`src/rtl/dac_seq_pkg.sv`:
```
// Shared constants and width helpers for the DAC frame sequencer.
// Contents: default per-channel code width and channel count, frame-width
// and FIFO level-width helper functions used to size ports consistently.
package dac_seq_pkg;

   localparam int DAC_WIDTH    = 10;
   localparam int DAC_CHANNELS = 2;

   // Total bits in one packed frame (channel k at [k*width +: width]).
   function automatic int frame_w(input int width, input int channels);
      return width * channels;
   endfunction

   // Bits needed to count 0..depth frames inclusive.
   function automatic int level_w(input int depth);
      return $clog2(depth + 1);
   endfunction

endpackage

```
`src/rtl/dac_frame_fifo.sv`:
```
// Single-clock frame FIFO with occupancy count; no fall-through (a push is
// never visible to a pop on the same edge).
// Ports: clk/reset (sync, active-high), push/push_data, pop/pop_data
// (head-of-queue, combinational), full, empty, level (0..DEPTH).
module dac_frame_fifo
   import dac_seq_pkg::*;
#(
   parameter int DATA_W = 20,
   parameter int DEPTH  = 8
) (
   input  logic                      clk,
   input  logic                      reset,
   input  logic                      push,
   input  logic [DATA_W-1:0]         push_data,
   input  logic                      pop,
   output logic [DATA_W-1:0]         pop_data,
   output logic                      full,
   output logic                      empty,
   output logic [level_w(DEPTH)-1:0] level
);

   localparam int AW = $clog2(DEPTH);
   localparam int LW = level_w(DEPTH);

   logic [DATA_W-1:0] mem_q [DEPTH];
   logic [AW-1:0]     wr_ptr_q, wr_ptr_d;
   logic [AW-1:0]     rd_ptr_q, rd_ptr_d;
   logic [LW-1:0]     level_q, level_d;
   logic              push_ok, pop_ok;

   assign full     = (level_q == LW'(DEPTH));
   assign empty    = (level_q == '0);
   assign level    = level_q;
   assign pop_data = mem_q[rd_ptr_q];

   // A push into a full FIFO is refused even if a pop frees a slot on the
   // same edge; the caller sees s_ready low for that cycle.
   assign push_ok = push && !full;
   assign pop_ok  = pop && !empty;

   always_comb begin
      wr_ptr_d = wr_ptr_q;
      rd_ptr_d = rd_ptr_q;
      level_d  = level_q;
      // DEPTH is a power of two, so pointers wrap by natural overflow.
      if (push_ok) wr_ptr_d = wr_ptr_q + AW'(1);
      if (pop_ok)  rd_ptr_d = rd_ptr_q + AW'(1);
      case ({push_ok, pop_ok})
         2'b10:   level_d = level_q + LW'(1);
         2'b01:   level_d = level_q - LW'(1);
         default: level_d = level_q;
      endcase
   end

   always_ff @(posedge clk) begin
      if (reset) begin
         wr_ptr_q <= '0;
         rd_ptr_q <= '0;
         level_q  <= '0;
      end else begin
         wr_ptr_q <= wr_ptr_d;
         rd_ptr_q <= rd_ptr_d;
         level_q  <= level_d;
      end
   end

   // Storage is not reset; contents are irrelevant while level is 0.
   always_ff @(posedge clk) begin
      if (push_ok) mem_q[wr_ptr_q] <= push_data;
   end

endmodule

```
`src/rtl/dac_frame_sequencer.sv`:
```
// Buffers multi-channel DAC frames and releases one per sample-rate tick.
// Ports: clk/reset (sync, active-high), enable + rate_div (tick period-1),
// s_valid/s_ready/s_data frame input, dac_code/dac_update outputs, sticky
// underrun with underrun_clr, level = frames stored.
module dac_frame_sequencer
   import dac_seq_pkg::*;
#(
   parameter int WIDTH    = DAC_WIDTH,
   parameter int CHANNELS = DAC_CHANNELS,
   parameter int DEPTH    = 8,
   parameter int DIV_W    = 16
) (
   input  logic                                 clk,
   input  logic                                 reset,
   input  logic                                 enable,
   input  logic [DIV_W-1:0]                     rate_div,
   input  logic                                 s_valid,
   output logic                                 s_ready,
   input  logic [frame_w(WIDTH, CHANNELS)-1:0]  s_data,
   output logic [frame_w(WIDTH, CHANNELS)-1:0]  dac_code,
   output logic                                 dac_update,
   output logic                                 underrun,
   input  logic                                 underrun_clr,
   output logic [level_w(DEPTH)-1:0]            level
);

   localparam int FW = frame_w(WIDTH, CHANNELS);

   logic [DIV_W-1:0] cnt_q, cnt_d;
   logic [FW-1:0]    dac_code_q, dac_code_d;
   logic             dac_update_q, dac_update_d;
   logic             underrun_q, underrun_d;
   logic [FW-1:0]    fifo_dout;
   logic             fifo_full, fifo_empty;
   logic             tick, pop;

   dac_frame_fifo #(
      .DATA_W (FW),
      .DEPTH  (DEPTH)
   ) u_fifo (
      .clk       (clk),
      .reset     (reset),
      .push      (s_valid && s_ready),
      .push_data (s_data),
      .pop       (pop),
      .pop_data  (fifo_dout),
      .full      (fifo_full),
      .empty     (fifo_empty),
      .level     (level)
   );

   // Depends only on registered FIFO occupancy, never on s_valid.
   assign s_ready = !fifo_full;

   // Exact-match compare: if rate_div drops below the running count, the
   // counter runs on through all-ones and wraps rather than ticking early.
   assign tick = enable && (cnt_q == rate_div);
   // fifo_empty reflects state before this edge, so a same-edge push cannot
   // satisfy this tick.
   assign pop  = tick && !fifo_empty;

   always_comb begin
      cnt_d        = cnt_q;
      dac_code_d   = dac_code_q;
      dac_update_d = pop;
      underrun_d   = underrun_q;

      if (!enable)   cnt_d = '0;
      else if (tick) cnt_d = '0;
      else           cnt_d = cnt_q + DIV_W'(1);

      if (pop) dac_code_d = fifo_dout;

      // A fresh underrun wins over a simultaneous clear.
      if (tick && fifo_empty) underrun_d = 1'b1;
      else if (underrun_clr)  underrun_d = 1'b0;
   end

   always_ff @(posedge clk) begin
      if (reset) begin
         cnt_q        <= '0;
         dac_code_q   <= '0;
         dac_update_q <= 1'b0;
         underrun_q   <= 1'b0;
      end else begin
         cnt_q        <= cnt_d;
         dac_code_q   <= dac_code_d;
         dac_update_q <= dac_update_d;
         underrun_q   <= underrun_d;
      end
   end

   assign dac_code   = dac_code_q;
   assign dac_update = dac_update_q;
   assign underrun   = underrun_q;

endmodule

```
`config.mk`:
```
export PLATFORM = sky130hd
export DESIGN_NAME = dac_frame_sequencer
export DESIGN_NICKNAME = d
export VERILOG_FILES = /design/src/rtl/dac_seq_pkg.sv /design/src/rtl/dac_frame_fifo.sv /design/src/rtl/dac_frame_sequencer.sv
export SDC_FILE = /design/constraint.sdc
export NUM_CORES = 1
export LEC_CHECK = 0
export CAP_MARGIN = 40
export CORE_MARGIN = 8
export CORE_UTILIZATION = 34
export CTS_CLUSTER_DIAMETER = 30
export DETAILED_ROUTE_END_ITERATION = 12
export PLACE_DENSITY = 0.49
export SYNTH_ARGS = -nofsm -noshare
export SYNTH_HDL_FRONTEND = slang
export SYNTH_SLANG_ARGS = --single-unit
```
`constraint.sdc`:
```
create_clock -name clk -period 4.21 [get_ports clk]
set_input_delay 0.842 -clock clk [delete_from_list [all_inputs] [get_ports clk]]
set_output_delay 0.842 -clock clk [all_outputs]
set_load 0.005 [all_outputs]
```
==> flow_summary.ini <==
[layout]
finish.instance_area_sq_um = 10900
fin_nets = 639
diodes = 0
final_cell_mix = 160 x edfxtp_1, 67 x clkdlybuf4s50_1, 46 x dfxtp_1
area_delta_synth_final_pct = 32.1
finalNonFillerCells = 948
layout-drive-gt1-share = 0.247
layout_commonest_cell = edfxtp_1

[global_route]
antenna_found_initial = 0
grt_max_degree = 44
grt_pass1_vias = 5175
grt_pass1_wl_um = 29600
grt_usage = 0.133
grt_overflow = 0

[critical_path]
setup.worst_path.start_class = input pin
cp.arrival_ns = 3.80
slowest_stage = clkdlybuf4s50_1
crit-reg2reg-launch = cnt_q[4]$_SDFF_PP0_
ff2ff_setup_slack_ns = 1.21
crit_fanout = 3
r2r_end = u_fifo.level[3]$_SDFFE_PP0P_
critPathRequiredTime_ns = 4.65
reg2reg_depth = 11
path_class = input pin to register
cp_cell_sequence = clkdlybuf4s50_1, inv_1, a2111o_1, nor4_1, and2_1, ha_1, ha_1, a21o_1, a21oi_1, xnor2_1, or3_1, a21oi_1
cp_slowest_stage_delay_ns = 0.45
worstSetupEndpointType = register

[synthesis]
ys_warn_count = 0
synthSimpleGateAreaFrac = 0.0542
yosysSeqAreaShare = 0.696
synth_compound_area_frac = 0.0510
synth_xor_area_frac = 0.0338
syn_nets = 534
synthAdderAreaFrac = 0.0115
netlist_area_sq_um = 8280
synth_cell_types = 37
avgSynthCellArea_sq_um = 17.0
synth_top_family_by_area = multiplexers
muxShareOfSynthArea = 0.135
yosys_register_bits = 208
syn-instance-count = 486

[sta]
slew_viol_final = 0
rsz0062_at_grt = false
fmax_mhz = 298
hold_violations = 0
min_period_over_period = 0.798
relSlewSlack = 0.475
tightest_slew_ns = 0.786
worst_hold_slack_ns = 0.474
setup_viol = 0
setup_tns_ns = 0
min_period_ns = 3.36
fin_skew_ns = 0.0121

[pwr]
finalPower_uw = 5820
power.density_nw_per_um2 = 532
vdd_drop_max_mv = 0.254
leakagePower_uw = 0.00365

[drt]
drt-total-wl_um = 19000
drc = 0
vias_per_cell = 4.86
drt_first_pass_iters = 4
vias = 4607
antenna_left = 0
drt_iter0_markers = 254
wire_per_inst_um = 20.1

[cts]
clock-sinks = 208
clk_pin_slew_worst_paths_ns = 0.05
cts_resized = 0
htree_levels = 2
cts.hold.buffers_added = 0
root_buffer = clkbuf_16
cts_max_path_buffers = 3
cts_setup_buffers = 0
clkLatencyLatePin_ns = 0.51
cts_tree = done
cts_buffers = 43

[min_path]
min_to = underrun$_SDFFE_PP0P_
worstHoldPathCells = 2
hp-start = underrun$_SDFFE_PP0P_
hold_path_class = register to register

[placed_design]
dp.cells = 870
gp_congestion = 0.754
placed_area_sq_um = 9470
dp_hpwl_um = 11200
portBuffers = 67

[floorplanning]
fp.dieArea_sq_um = 29600
start_util = 0.344
io_pins = 68
dieHeight_um = 172
die_w_um = 172
rows = 57
core_area_sq_um = 24100

[flow_run]
max-cap-violations = 0

[outcome]
status = finished clean
[cell families after synthesis]
| family | count (synthesis) |
|---|---|
| multiplexers | 62 |
| AO/OA/AOI/OAI | 53 |
| XOR/XNOR | 32 |
| buffers and inverters | 35 |
| adder cells (fa/ha/maj) | 7 |
| flip-flops | 208 |
| AND/OR/NAND/NOR | 89 |
[routing by layer]
layer	up-vias	track usage	part of all wire
li1	2139	-	-
met1	2329	0.160	0.43
met2	103	0.227	0.50
met3	36	0.0311	0.053
met4	0	0.0495	0.020
met5	-	0	0
[cell usage after synthesis]
cell type | n | area (sq um)
a311oi_1 | 10 | 87.6
a211o_1 | 1 | 8.76
a21o_1 | 1 | 7.51
nand4_1 | 8 | 50.1
a21oi_1 | 27 | 135
o221ai_1 | 1 | 8.76
a31o_2 | 1 | 8.76
mux2i_1 | 21 | 210
nand2b_1 | 6 | 37.5
xnor2_1 | 23 | 201
xor2_1 | 9 | 78.8
a2111o_1 | 1 | 11.3
buf_2 | 5 | 25.0
ha_1 | 6 | 75.1
fa_1 | 1 | 20.0
nor2_1 | 33 | 124
inv_1 | 10 | 37.5
mux4_2 | 40 | 901
nor4_4 | 1 | 21.3
nand2_1 | 11 | 41.3
a311oi_2 | 10 | 150
buf_1 | 3 | 11.3
nor2b_1 | 5 | 31.3
and4_1 | 1 | 8.76
buf_4 | 3 | 22.5
or3_1 | 1 | 6.26
edfxtp_1 | 160 | 4800
nor3_2 | 1 | 10.0
clkbuf_1 | 14 | 52.6
and2_1 | 2 | 12.5
nor3_1 | 6 | 30.0
dfxtp_1 | 48 | 961
nand3_1 | 9 | 45.0
o21ai_0 | 1 | 5.00
mux2_2 | 1 | 11.3
and3_1 | 1 | 6.26
nor4_1 | 4 | 25.0
[layout make-up]
type,count,area (sq um)
sequential,208,5770
fill,2140,13200
tap,324,405
inverter,10,37.5
clock inverter,32,360
timing repair buffer,85,851
clock buffer,46,1110
multi-input combinational,243,2410
[how the worst max path moves through the flow]
stage / from / end / slack [ns] / depth (start not counted)
2_1_floorplan: s_valid / u_fifo.mem_q[0][0]$_DFFE_PP_ / 0.82 / 2
3_3_place_gp: enable / u_fifo.level[3]$_SDFFE_PP0P_ / 0.48 / 12
3_5_place_dp: enable / u_fifo.level[3]$_SDFFE_PP0P_ / 0.33 / 12
4_1_cts: enable / u_fifo.level[3]$_SDFFE_PP0P_ / 0.86 / 12
5_1_grt: enable / u_fifo.level[3]$_SDFFE_PP0P_ / 0.65 / 12
6_report: enable / u_fifo.level[3]$_SDFFE_PP0P_ / 0.85 / 12
[critical path, delay by kind of cell]
| family | cells | cell delay (ns) |
|---|---|---|
| buffers and inverters | 2 | 0.50 |
| adders and majority gates | 2 | 0.45 |
| AOI/OAI and AO/OA | 4 | 0.96 |
| and+or+nand+nor | 3 | 0.94 |
| xor gates and xnor gates | 1 | 0.11 |
[per-stage QoR]
step | setup slack, ns | util
6_report | 0.851 | 0.454
3_3_place_gp | 0.481 | 0.391
3_5_place_dp | 0.329 | 0.393
5_1_grt | 0.654 | 0.454
2_1_floorplan | 0.825 | -
4_1_cts | 0.862 | 0.454
[where the power goes]
part           switching, uW  internal (uW)  leakage (uW)
clock network           1090           2280      0.000714
logic                   95.6           78.5       0.00110
registers               15.2           2260       0.00184
total                   1200           4620       0.00365
[sequential cells by signal, summed over array words and instances, names as in the netlist]
| name | cells |
|---|---|
| dac_code | 20 |
| u_fifo.wr_ptr_q | 3 |
| cnt_q | 16 |
| underrun | 1 |
| u_fifo.level | 4 |
| u_fifo.rd_ptr_q | 3 |
| u_fifo.mem_q | 160 |
| dac_update | 1 |
Power figures use the tool's default switching activity.
